<file path="src/rtl/riscv_pkg.sv">
// Shared RV32 decode constants and the divider FSM state type.
package riscv_pkg;

  // Major opcode and funct7 that select the M-extension R-type group
  localparam logic [6:0] OPCODE_OP     = 7'b0110011;
  localparam logic [6:0] FUNCT7_MULDIV = 7'b0000001;

  // funct3 values of the divide/remainder half of the M extension
  localparam logic [2:0] F3_DIV  = 3'b100;
  localparam logic [2:0] F3_DIVU = 3'b101;
  localparam logic [2:0] F3_REM  = 3'b110;
  localparam logic [2:0] F3_REMU = 3'b111;

  // Divider sequencing states
  typedef enum logic [1:0] {
    S_IDLE = 2'd0,
    S_CALC = 2'd1,
    S_DONE = 2'd2
  } div_state_e;

endpackage

</file>
<file path="src/rtl/div_unit.sv">
// RV32M divide/remainder execution unit: radix-2 restoring division,
// one quotient bit per cycle, single-cycle writeback pulse on completion.
module div_unit
  import riscv_pkg::*;
(
  input  logic        clk,
  input  logic        rst_n,
  input  logic        start_i,
  input  logic [31:0] op1_i,
  input  logic [31:0] op2_i,
  input  logic [2:0]  funct3_i,
  input  logic [4:0]  reg_wr_addr_i,
  input  logic        flush_i,
  output logic        busy_o,
  output logic        done_o,
  output logic [31:0] result_o,
  output logic        reg_wr_en_o,
  output logic [4:0]  reg_wr_addr_o
);

  div_state_e  state_q;
  div_state_e  state_d;

  logic        accept;
  logic        div_zero;
  logic        op_signed;
  logic        op_is_rem;
  logic        op_s1;
  logic        op_s2;
  logic [31:0] op1_mag;
  logic [31:0] op2_mag;
  logic [31:0] zero_result;

  logic        is_rem_q;
  logic        s1_q;
  logic        s2_q;
  logic [31:0] quo_q;
  logic [31:0] rem_q;
  logic [31:0] dvs_q;
  logic [4:0]  cnt_q;

  logic [32:0] shifted_rem;
  logic [32:0] trial;
  logic        trial_ok;
  logic [31:0] quo_step;
  logic [31:0] rem_step;
  logic [31:0] quo_fix;
  logic [31:0] rem_fix;
  logic [31:0] final_result;

  assign accept    = (state_q == S_IDLE) & start_i & ~flush_i & funct3_i[2];
  assign op_signed = (funct3_i == F3_DIV) | (funct3_i == F3_REM);
  assign op_is_rem = (funct3_i == F3_REM) | (funct3_i == F3_REMU);
  assign op_s1     = op_signed & op1_i[31];
  assign op_s2     = op_signed & op2_i[31];
  assign op1_mag   = op_s1 ? (32'd0 - op1_i) : op1_i;
  assign op2_mag   = op_s2 ? (32'd0 - op2_i) : op2_i;
  assign div_zero  = (op2_i == 32'd0);

  // Divide by zero: quotient is all ones, remainder is the raw dividend
  assign zero_result = op_is_rem ? op1_i : 32'hFFFF_FFFF;

  // One restoring step. The shifted partial remainder is 33 bits wide; if its
  // top bit is set it certainly exceeds the 32-bit divisor, otherwise the
  // borrow out of the 33-bit subtract decides.
  always_comb begin
    shifted_rem = {rem_q, quo_q[31]};
    trial       = shifted_rem - {1'b0, dvs_q};
    trial_ok    = rem_q[31] | ~trial[32];
    quo_step    = {quo_q[30:0], trial_ok};
    rem_step    = trial_ok ? trial[31:0] : shifted_rem[31:0];
  end

  // Sign fixup applied to the last step's result on the way into DONE
  always_comb begin
    quo_fix      = (s1_q ^ s2_q) ? (32'd0 - quo_step) : quo_step;
    rem_fix      = s1_q ? (32'd0 - rem_step) : rem_step;
    final_result = is_rem_q ? rem_fix : quo_fix;
  end

  // State register
  always_ff @(posedge clk) begin
    if (!rst_n) begin
      state_q <= S_IDLE;
    end else begin
      state_q <= state_d;
    end
  end

  // Next-state logic; a flush only matters while the division is iterating
  always_comb begin
    state_d = state_q;
    case (state_q)
      S_IDLE: begin
        if (accept) begin
          state_d = div_zero ? S_DONE : S_CALC;
        end
      end
      S_CALC: begin
        if (flush_i) begin
          state_d = S_IDLE;
        end else if (cnt_q == 5'd0) begin
          state_d = S_DONE;
        end
      end
      S_DONE: begin
        state_d = S_IDLE;
      end
      default: begin
        state_d = S_IDLE;
      end
    endcase
  end

  // Operand latching, iteration datapath and registered outputs
  always_ff @(posedge clk) begin
    if (!rst_n) begin
      is_rem_q      <= 1'b0;
      s1_q          <= 1'b0;
      s2_q          <= 1'b0;
      quo_q         <= 32'd0;
      rem_q         <= 32'd0;
      dvs_q         <= 32'd0;
      cnt_q         <= 5'd0;
      result_o      <= 32'd0;
      reg_wr_addr_o <= 5'd0;
      busy_o        <= 1'b0;
      done_o        <= 1'b0;
    end else begin
      busy_o <= (state_d != S_IDLE);
      done_o <= (state_d == S_DONE);
      case (state_q)
        S_IDLE: begin
          if (accept) begin
            is_rem_q      <= op_is_rem;
            s1_q          <= op_s1;
            s2_q          <= op_s2;
            quo_q         <= op1_mag;
            rem_q         <= 32'd0;
            dvs_q         <= op2_mag;
            cnt_q         <= 5'd31;
            reg_wr_addr_o <= reg_wr_addr_i;
            if (div_zero) begin
              result_o <= zero_result;
            end
          end
        end
        S_CALC: begin
          if (!flush_i) begin
            quo_q <= quo_step;
            rem_q <= rem_step;
            cnt_q <= cnt_q - 5'd1;
            if (cnt_q == 5'd0) begin
              result_o <= final_result;
            end
          end
        end
        default: begin
        end
      endcase
    end
  end

  assign reg_wr_en_o = done_o;

endmodule

</file>
<file path="config.mk">
export PLATFORM = sky130hd
export DESIGN_NAME = div_unit
export DESIGN_NICKNAME = d
export VERILOG_FILES = /design/src/rtl/riscv_pkg.sv /design/src/rtl/div_unit.sv
export SDC_FILE = /design/constraint.sdc
export NUM_CORES = 1
export LEC_CHECK = 0
export CAP_MARGIN = 25
export CORE_MARGIN = 10
export CORE_UTILIZATION = 64
export DETAILED_ROUTE_END_ITERATION = 7
export HOLD_SLACK_MARGIN = 0.03
export MAX_ROUTING_LAYER = met4
export PLACE_DENSITY = 0.88
export SYNTH_ARGS = -nofsm -noshare
export SYNTH_HDL_FRONTEND = slang
export SYNTH_SLANG_ARGS = --single-unit
</file>
<file path="constraint.sdc">
create_clock -name clk -period 10.66 [get_ports clk]
set_input_delay 2.665 -clock clk [delete_from_list [all_inputs] [get_ports clk]]
set_output_delay 2.665 -clock clk [all_outputs]
set_load 0.005 [all_outputs]
</file>
==> flow_summary.yaml, run 1 <==
floorplanning:
  die_x_um: 155.8
  fp.coreArea_sq_um: 18020
  rows: 49
  ios: 116
  start_util_pct: 65.49
  dieArea_sq_um: 24280
  fp.dieH_um: 155.8
final_layout:
  layout_commonest_cell: "nand2_1"
  drive_gt1_share_pct: 6.153
  nFillCells: 1393
  area_growth_pct: 14.81
  regArea_sq_um: 2903
  fin_nets: 1710
  layout_common_cells: "nand2_1 (160), dfxtp_1 (145), nor2_1 (114), clkdlybuf4s50_1 (114), o21ai_0 (113)"
  diodes: 0
  multi_input_area_sq_um: 8249
power_and_ir_drop:
  combPwrFrac_pct: 27.4
  p_sw_share_pct: 32.24
  ir_drop_uv: 107.8
  p_per_area_nw_per_um2: 127.9
  internal_power_w: 0.001174
  seqPwrFrac_pct: 33.4
  p_sw_w: 0.0005589
  p_clk_share_pct: 39.3
  p_leak_nw: 5.354
synth:
  syn_area_per_cell_sq_um: 7.621
  yosys_warnings: 0
  synthesis.nets: 1663
  synth_edf_count: 0
  synth_area_leaders: "dfxtp_1 (25%), xor2_1 (5.4%), nand2_1 (5.1%)"
  synth-seq-cells: 145
  synth_cells: 1549
  ys_seq_area_share_pct: 24.59
  synthArstFlopShare_pct: 0
  netlist_area_sq_um: 11810
  synth_cell_type_count: 103
  synthFlopType: "dfxtp_1"
  synth_top_area_cell: "dfxtp_1"
  synth_top_area_share_pct: 24.59
hold_path:
  hp-class: "reg -> reg"
  hp-start: "result_o[9]$_SDFFE_PN0P_"
timing:
  tightest_slew_ns: 1.064
  rsz0062_at_grt: "false"
  setup_viol: 0
  fin_crit_sh_pct: 64.75
  slew_headroom_pct: 28.97
  finalHoldViolCount: 0
  fin_crit_ns: 6.902
  fin_setup_tns_ns: 0
  finalWorstSetupSlack_ns: 3.758
  fmax_mhz: 144.9
  clock_skew_ns: 0.01142
  timing.final.max_slew_violations: 0
placement:
  pre_cts_ws_ns: 3.517
  place_hpwl_um: 25440
  gp_congestion: 0.9461
  port_buffers: 115
setup_path:
  r2r-start: "quo_q[31]$_SDFFE_PN0P_"
  crit_start: "op2_i[10]"
  ff2ff_setup_slack_ns: 5.06
  cp.arrival_ns: 7.25
  cp_max_fo: 20
  crit_required_ns: 11.01
  end_kind: "register"
  r2r_cells: 19
  critPathLaunchType: "input port"
  crit_type: "in -> reg"
  worstReg2RegEnd: "result_o[28]$_SDFFE_PN0P_"
  cp-endpoint: "result_o[27]$_SDFFE_PN0P_"
run_status:
  status: "complete, no violations"
global_routing:
  grt_pass1_vias: 11390
  grt_util_met2_pct: 44.88
  antenna_found_initial: 0
  grt.overflow.total: 0
  top_usage_layer: "met2"
  grt_pass1_wl_um: 57570
  grt_max_degree: 80
  use_met3_pct: 5.156
  grt_usage_pct: 28.93
  use_met1_pct: 36.79
clocking:
  root_buffer: "clkbuf_16"
  cts.htree.levels: 4
  numCtsBuffers: 17
  cts_hold_buf: 0
  clkTransAtPathRegs_ns: 0.07
  post_cts_buffers: 0
  cts_tree: "yes"
  clk_latency_ns: 0.44
  ctsResizeCount: 0
  cts.sink_count: 145
  cts_max_path_buffers: 2
routing:
  totalWireLength_um: 35140
  vias: 12060
  wire_per_inst_um: 19.12
  ant_nets: 0
  first_pass_iters: 7
  via_per_inst: 6.560
  drc: 0
  initialDrtViolationCount: 1232
job:
  timing.max_cap.violations: 0
state kept, by name (all words and copies together) (netlist names):
register,flops
rem_q,32
done_o,1
state_q,2
is_rem_q,1
reg_wr_addr_o,5
dvs_q,32
s1_q,1
busy_o,1
s2_q,1
result_o,32
quo_q,32
cnt_q,5
kinds of logic after synthesis:
group	share of synthesized area, %
xor gates and xnor gates	10.16
DFF	24.59
muxes	2.756
adders and majority gates	4.091
AOI/OAI and AO/OA	28.84
buffers and inverters	5.713
and+or+nand+nor	23.85
worst min-delay path by stage:
stage | endpoint | slack, ns | depth (start not counted)
2_1_floorplan | result_o[11]$_SDFFE_PN0P_ | 0.44 | 2
3_3_place_gp | result_o[11]$_SDFFE_PN0P_ | 0.44 | 2
3_5_place_dp | result_o[9]$_SDFFE_PN0P_ | 0.45 | 2
4_1_cts | result_o[9]$_SDFFE_PN0P_ | 0.46 | 2
5_1_grt | reg_wr_addr_o[0]$_SDFFE_PN0P_ | 0.48 | 2
6_report | result_o[9]$_SDFFE_PN0P_ | 0.46 | 2
worst max-delay path, cell delays in order:
cell	delay, ns
clkdlybuf4s50_1	0.47
or3_1	0.45
or4_1	0.48
nor3_2	0.22
nand4bb_1	0.25
nor3_2	0.44
nand2_1	0.10
o21ai_1	0.58
nand2_1	0.33
inv_1	0.57
o21ai_0	0.29
nor3_1	0.23
a21oi_1	0.07
o31ai_2	0.09
routing by layer:
metal | share of wire [%] | vias to the layer above
li1 | - | 5727
met1 | 42 | 5585
met2 | 45 | 644
met3 | 9.6 | 101
met4 | 3.0 | 0
met5 | 0 | -
final cells by class:
type	instances	area share, %
multi-input combinational	1248	60.87
sequential	145	21.42
clock inverter	12	1.496
clock buffer	20	3.370
tap	229	2.114
timing repair buffer	127	9.140
inverter	57	1.597
cell usage after synthesis (all sizes together) (24+ instances only):
| cell type | n |
|---|---|
| a21oi | 105 |
| nand3 | 53 |
| nor2 | 115 |
| inv | 56 |
| mux2i | 28 |
| o21ai | 120 |
| and2 | 39 |
| o31ai | 34 |
| a211oi | 46 |
| ha | 37 |
| dfxtp | 145 |
| buf | 24 |
| a21boi | 30 |
| clkbuf | 75 |
| o211a | 30 |
| nand2 | 160 |
| nor2b | 40 |
| xnor2 | 64 |
| xor2 | 73 |
| nor3 | 37 |
power groups by stage:
| stage | Combinational (W) | Clock (W) | Sequential, W |
|---|---|---|---|
| global route | 0.000513 | 0.000707 | 0.000580 |
| global placement | 0.000448 | 0 | 0.000588 |
| detailed placement | 0.000458 | 0 | 0.000589 |
| CTS | 0.000464 | 0.000680 | 0.000578 |
| floorplan | 0.000336 | 0 | 0.000584 |
| finish | 0.000474 | 0.000681 | 0.000578 |
through the flow:
step           cell area [sq um]  instances  power (W)  hold slack [ns]  utilization (%)
4_1_cts                    13550       1838   0.001721           0.4575            75.19
6_report                   13550       1838   0.001733           0.4578            75.19
2_1_floorplan              11810       1549  0.0009204           0.4388                -
3_3_place_gp               12890       1806   0.001036           0.4362            71.53
5_1_grt                    13550       1838   0.001801           0.4814            75.19
3_5_place_dp               12890       1806   0.001047           0.4492            71.53
No activity file was read; power rests on OpenSTA's default activity.
==> run 2, diff against run 1 <==
--- a/config.mk
+++ b/config.mk
@@ -7,11 +7,11 @@
 export LEC_CHECK = 0
 export CAP_MARGIN = 25
 export CORE_MARGIN = 10
-export CORE_UTILIZATION = 64
+export CORE_UTILIZATION = 59
 export DETAILED_ROUTE_END_ITERATION = 7
 export HOLD_SLACK_MARGIN = 0.03
 export MAX_ROUTING_LAYER = met4
-export PLACE_DENSITY = 0.88
+export PLACE_DENSITY = 0.82
 export SYNTH_ARGS = -nofsm -noshare
 export SYNTH_HDL_FRONTEND = slang
 export SYNTH_SLANG_ARGS = --single-unit
==> constraint.sdc (replaced) <==
create_clock -name clk -period 6.7 [get_ports clk]
set_input_delay 1.675 -clock clk [delete_from_list [all_inputs] [get_ports clk]]
set_output_delay 1.675 -clock clk [all_outputs]
set_load 0.005 [all_outputs]
==> run 2 against run 1 <==
  * Critical path depth increased by 5
  * Register-to-register slack got worse by 3.5 ns
  * Setup slack got worse by 2.2 ns
  * Power increased by 53%
  * Largest cell class unchanged
  * Via count increased by 0.21%
  * Final cell count increased by 2.2%
  * Wire length increased by 5.6%
  * Core utilization decreased by 6.0 points
  * Count of clock-buffer cells in the layout unchanged
  * Cell area about the same
==> flow_summary.yaml, run 2 (synthesis gave the netlist of run 1 again) <==
run_status:
  status: "complete, no violations"
timing:
  hold_ws_ns: 0.4575
  fmax_mhz: 193.3
  clock_skew_ns: 0.01249
  tightest_slew_ns: 0.9582
  rsz0062_at_grt: "false"
  slew_headroom_pct: 35.97
  fin_setup_tns_ns: 0
  timing.final.max_slew_violations: 0
  fin_crit_sh_pct: 77.21
  setup_viol: 0
  fin_crit_ns: 5.173
  finalHoldViolCount: 0
setup_path:
  end_kind: "register"
  cp.arrival_ns: 5.48
  cpMaxStageDelayCell: "o31ai_4"
  crit_cells: 19
  max_stage_delay_ns: 0.51
  path_buf_inv: 2
  cp_max_fo: 10
  crit_required_ns: 7.01
  crit_family: "compound AO/OA/AOI/OAI gates"
  r2r_cells: 19
  critPathLaunchType: "register"
  crit_type: "reg -> reg"
  cp_cell_sequence: "inv_1, ha_1, fa_1, nor2b_4, o31a_4, a41oi_4, o31ai_4, a21o_4, nand2_1, o21ai_0, ha_1, inv_1, nor4b_1, nand2_1, o31ai_2, o211ai_1, o21ai_1, mux2i_1, o31ai_1"
clocking:
  clkTransAtPathRegs_ns: 0.07
  cts_tree: "yes"
  numCtsBuffers: 17
  clk_latency_ns: 0.43
  cts_max_path_buffers: 2
  ctsResizeCount: 0
  cts.htree.levels: 4
  post_cts_buffers: 0
  cts.sink_count: 145
  root_buffer: "clkbuf_16"
  cts_hold_buf: 0
power_and_ir_drop:
  p_clk_share_pct: 36.5
  power_w: 0.002654
  p_per_area_nw_per_um2: 195.8
  p_leak_nw: 5.333
  p_sw_w: 0.0008991
  ir_drop_uv: 180.8
  seqPwrFrac_pct: 34.7
  p_sw_share_pct: 33.87
  internal_power_w: 0.001755
  combPwrFrac_pct: 28.8
final_layout:
  final_area_sq_um: 13560
  layout_commonest_cell: "nand2_1"
  nFillCells: 1690
  area_growth_pct: 14.85
  drive_gt1_share_pct: 6.386
  layout_common_cells: "nand2_1 (160), dfxtp_1 (145), nor2_1 (114), clkdlybuf4s50_1 (114), o21ai_0 (113)"
  diodes: 0
  fin_nets: 1714
global_routing:
  grt_pass1_wl_um: 58750
  grt_pass1_vias: 11120
  grt_max_degree: 80
  grt_usage_pct: 28.01
  antenna_found_initial: 0
  grt.overflow.total: 0
placement:
  place_hpwl_um: 27580
  port_buffers: 115
  placed_cell_area_sq_um: 12970
  gp_congestion: 1.053
floorplanning:
  dieArea_sq_um: 26070
  ios: 116
  die_x_um: 161.5
  rows: 51
  fp.coreArea_sq_um: 19590
  fp.dieH_um: 161.5
  start_util_pct: 60.26
hold_path:
  worstHoldPathCells: 2
  hp-class: "reg -> reg"
routing:
  first_pass_iters: 6
  wire_per_inst_um: 19.77
  drc: 0
  initialDrtViolationCount: 1386
  vias: 12080
  via_per_inst: 6.433
  totalWireLength_um: 37120
  ant_nets: 0
job:
  timing.max_cap.violations: 0
## run 2: cell types whose count changed in the layout (fill, tap and decap cells not counted), sizes merged
| cell | previous run | this run |
|---|---|---|
| buf | 13 | 17 |
| bufinv | 5 | 2 |
| clkinvlp | 1 | 4 |
| clkinv | 5 | 7 |
| inv | 58 | 56 |
## run 2: routing by layer
layer	share of wire (%)	global-route usage, %
met1	41	34.65
met2	46	44.64
met3	9.0	4.982
met4	3.7	10.84
met5	0	-
## run 2: power by group through the flow
stage / sequential, W / clock [W] / combinational (W)
final: 0.000921 / 0.000969 / 0.000765
after floorplan: 0.000929 / 0 / 0.000535
after detailed placement: 0.000938 / 0 / 0.000742
after global placement: 0.000937 / 0 / 0.000730
after global routing: 0.000923 / 0.00101 / 0.000825
after CTS: 0.000919 / 0.000969 / 0.000748
## run 2: worst paths after layout
kind / to / slack [ns] / from
min reg2reg: result_o[7]$_SDFFE_PN0P_ / 0.46 / result_o[7]$_SDFFE_PN0P_
max: result_o[26]$_SDFFE_PN0P_ / 1.53 / quo_q[31]$_SDFFE_PN0P_
max reg2reg: result_o[26]$_SDFFE_PN0P_ / 1.53 / quo_q[31]$_SDFFE_PN0P_
min: result_o[7]$_SDFFE_PN0P_ / 0.46 / result_o[7]$_SDFFE_PN0P_
## run 2: through the flow
stage / cells / util, % / setup WS [ns]
floorplan: 1549 / - / 2.199
detailed placement: 1846 / 66.19 / 1.336
CTS: 1878 / 69.21 / 1.641
global route: 1878 / 69.21 / 1.339
finish: 1878 / 69.21 / 1.527
global placement: 1846 / 66.19 / 1.409
## run 2: cell type report
| class | count | area, sq um | area share (%) |
|---|---|---|---|
| inverters | 57 | 216.5 | 1.597 |
| multi-input cells | 1248 | 8247 | 60.83 |
| repair buffers | 131 | 1269 | 9.358 |
| well taps | 265 | 331.6 | 2.446 |
| clock buffers | 20 | 456.7 | 3.368 |
| clock inverters | 12 | 135.1 | 0.9967 |
| flip-flops and latches | 145 | 2903 | 21.41 |
## run 2: tightest hold or removal path, cell delays in order, from the launching register on
cell      delay [ns]
dfxtp_1         0.31
nand2_1         0.05
a21boi_1        0.05
==> run 3, diff against run 2 <==
==> constraint.sdc (replaced) <==
create_clock -name clk -period 4.9 [get_ports clk]
set_input_delay 1.225 -clock clk [delete_from_list [all_inputs] [get_ports clk]]
set_output_delay 1.225 -clock clk [all_outputs]
set_load 0.005 [all_outputs]
==> run 3 against run 2 <==
  * Setup slack got worse by 1.1 ns
  * Flip-flop and latch count unchanged
  * Non-clock buffer count up 22
  * Core utilization grew 0.98 points
  * Worst hold slack worse by 0.0038 ns
  * Register-to-register slack got worse by 1.1 ns
  * Power increased by 40%
  * Highest routed layer unchanged
==> flow_summary.yaml, run 3 (synthesis gave the netlist of run 1 again) <==
timing:
  rsz0062_at_grt: "false"
  fin_crit_ns: 4.483
  finalWorstSetupSlack_ns: 0.4165
  timing.final.max_slew_violations: 0
  fin_setup_tns_ns: 0
  finalHoldViolCount: 0
  fmax_mhz: 223.0
  fin_crit_sh_pct: 91.50
  setup_viol: 0
  slew_headroom_pct: 41.75
  clock_skew_ns: 0.01093
  tightest_slew_ns: 0.8666
setup_path:
  max_stage_delay_ns: 0.49
  end_kind: "register"
  crit_required_ns: 5.21
  path_buf_inv: 1
  cpMaxStageDelayCell: "nor4_1"
  crit_start: "rem_q[22]$_SDFFE_PN0P_"
  critPathLaunchType: "register"
  cp.arrival_ns: 4.79
  cp_max_fo: 11
  r2r-start: "rem_q[22]$_SDFFE_PN0P_"
  crit_cells: 15
  r2r_cells: 15
  crit_family: "simple AND/OR/NAND/NOR gates"
  cp_cell_sequence: "ha_1, nand2_1, nor4_1, nor3b_2, a21o_4, mux2_2, ha_1, inv_1, nor4b_1, nand2_1, o31ai_2, o211ai_1, and3_1, nor3_1, o21ai_0"
  crit_type: "reg -> reg"
routing:
  routed-wl-met2_um: 17250
  ant_nets: 0
  first_pass_iters: 7
  m1WireLength_um: 15960
  initialDrtViolationCount: 1046
  via_per_inst: 6.358
  drc: 0
  wl_met3_um: 2838
  totalWireLength_um: 37900
  wire_per_inst_um: 19.94
  vias: 12080
  maxUsedRoutingLayer: "met4"
global_routing:
  grt_pass1_wl_um: 59780
  grt_usage_pct: 28.67
  grt.overflow.total: 0
  grt_pass1_vias: 11350
  antenna_found_initial: 0
  grt_max_degree: 87
clocking:
  ctsResizeCount: 0
  clk_latency_ns: 0.44
  cts.sink_count: 145
  numCtsBuffers: 17
  post_cts_buffers: 0
  cts_max_path_buffers: 2
  cts_hold_buf: 0
  cts.htree.levels: 4
  root_buffer: "clkbuf_16"
  clkTransAtPathRegs_ns: 0.07
  cts_tree: "yes"
floorplanning:
  fp.dieH_um: 161.5
  dieArea_sq_um: 26070
  fp.coreArea_sq_um: 19590
  start_util_pct: 60.26
  ios: 116
  die_x_um: 161.5
  rows: 51
power_and_ir_drop:
  ir_drop_uv: 210.7
  p_sw_share_pct: 33.52
  p_sw_w: 0.001242
  p_clk_share_pct: 36.8
  combPwrFrac_pct: 29.3
  internal_power_w: 0.002462
  p_leak_nw: 5.444
  p_per_area_nw_per_um2: 269.4
  seqPwrFrac_pct: 33.9
final_layout:
  layout_common_cells: "nand2_1 (160), dfxtp_1 (145), nor2_1 (114), clkdlybuf4s50_1 (114), o21ai_0 (113)"
  drive_gt1_share_pct: 7.584
  fin_cells: 1900
  area_growth_pct: 16.47
  diodes: 0
  fin_nets: 1736
  layout_commonest_cell: "nand2_1"
job:
  timing.max_cap.violations: 0
placement:
  dp_cells: 1868
  gp_congestion: 0.9839
  port_buffers: 115
  place_hpwl_um: 28240
  pre_cts_ws_ns: 0.09858
hold_path:
  worstHoldPathCells: 2
  hp-class: "reg -> reg"
  hp-start: "result_o[7]$_SDFFE_PN0P_"
run_status:
  status: "complete, no violations"
==> run 3: area by class of cell <==
class	count	area [sq um]
inverter	57	216.5
clock inverter	12	158.9
sequential	145	2903
clock buffer	20	446.7
timing repair buffer	153	1446
multi-input combinational	1248	8247
tap	265	331.6
fill	1634	5841
==> run 3: stage by stage <==
stage | utilization [%] | area [sq um] | total power [W] | hold WS, ns
finish | 70.19 | 13750 | 0.003704 | 0.4536
global route | 70.19 | 13750 | 0.003844 | 0.4760
CTS | 70.19 | 13750 | 0.003680 | 0.4581
detailed placement | 67.09 | 13140 | 0.002329 | 0.4495
global placement | 67.09 | 13140 | 0.002312 | 0.4396
floorplan | - | 11810 | 0.002002 | 0.4388
==> run 3: power by group through the flow <==
stage / sequential [W] / combinational (W) / clock, W
after floorplan: 0.00127 / 0.000732 / 0
after global placement: 0.00128 / 0.00103 / 0
after detailed placement: 0.00128 / 0.00105 / 0
after CTS: 0.00125 / 0.00106 / 0.00137
after global routing: 0.00126 / 0.00117 / 0.00142
final: 0.00126 / 0.00108 / 0.00136
==> run 3: worst reg2reg max path, delay by kind of cell, from the launching register on <==
kind	cells	cell delay (ns)
AOI/OAI and AO/OA	4	0.90
and+or+nand+nor	7	2.15
adders and majority gates	2	0.63
muxes	1	0.21
DFF	1	0.35
buffers and inverters	1	0.10
==> run 3: worst paths after layout <==
path                                     to  slack (ns)
setup reg to reg  result_o[22]$_SDFFE_PN0P_        0.42
hold reg to reg    result_o[7]$_SDFFE_PN0P_        0.45
setup / recovery  result_o[22]$_SDFFE_PN0P_        0.42
hold / removal     result_o[7]$_SDFFE_PN0P_        0.45
==> run 3: metal layers <==
metal	track usage, %	vias to the layer above
li1	-	5780
met1	34.52	5639
met2	45.36	550
met3	4.728	112
met4	15.05	0
met5	-	-
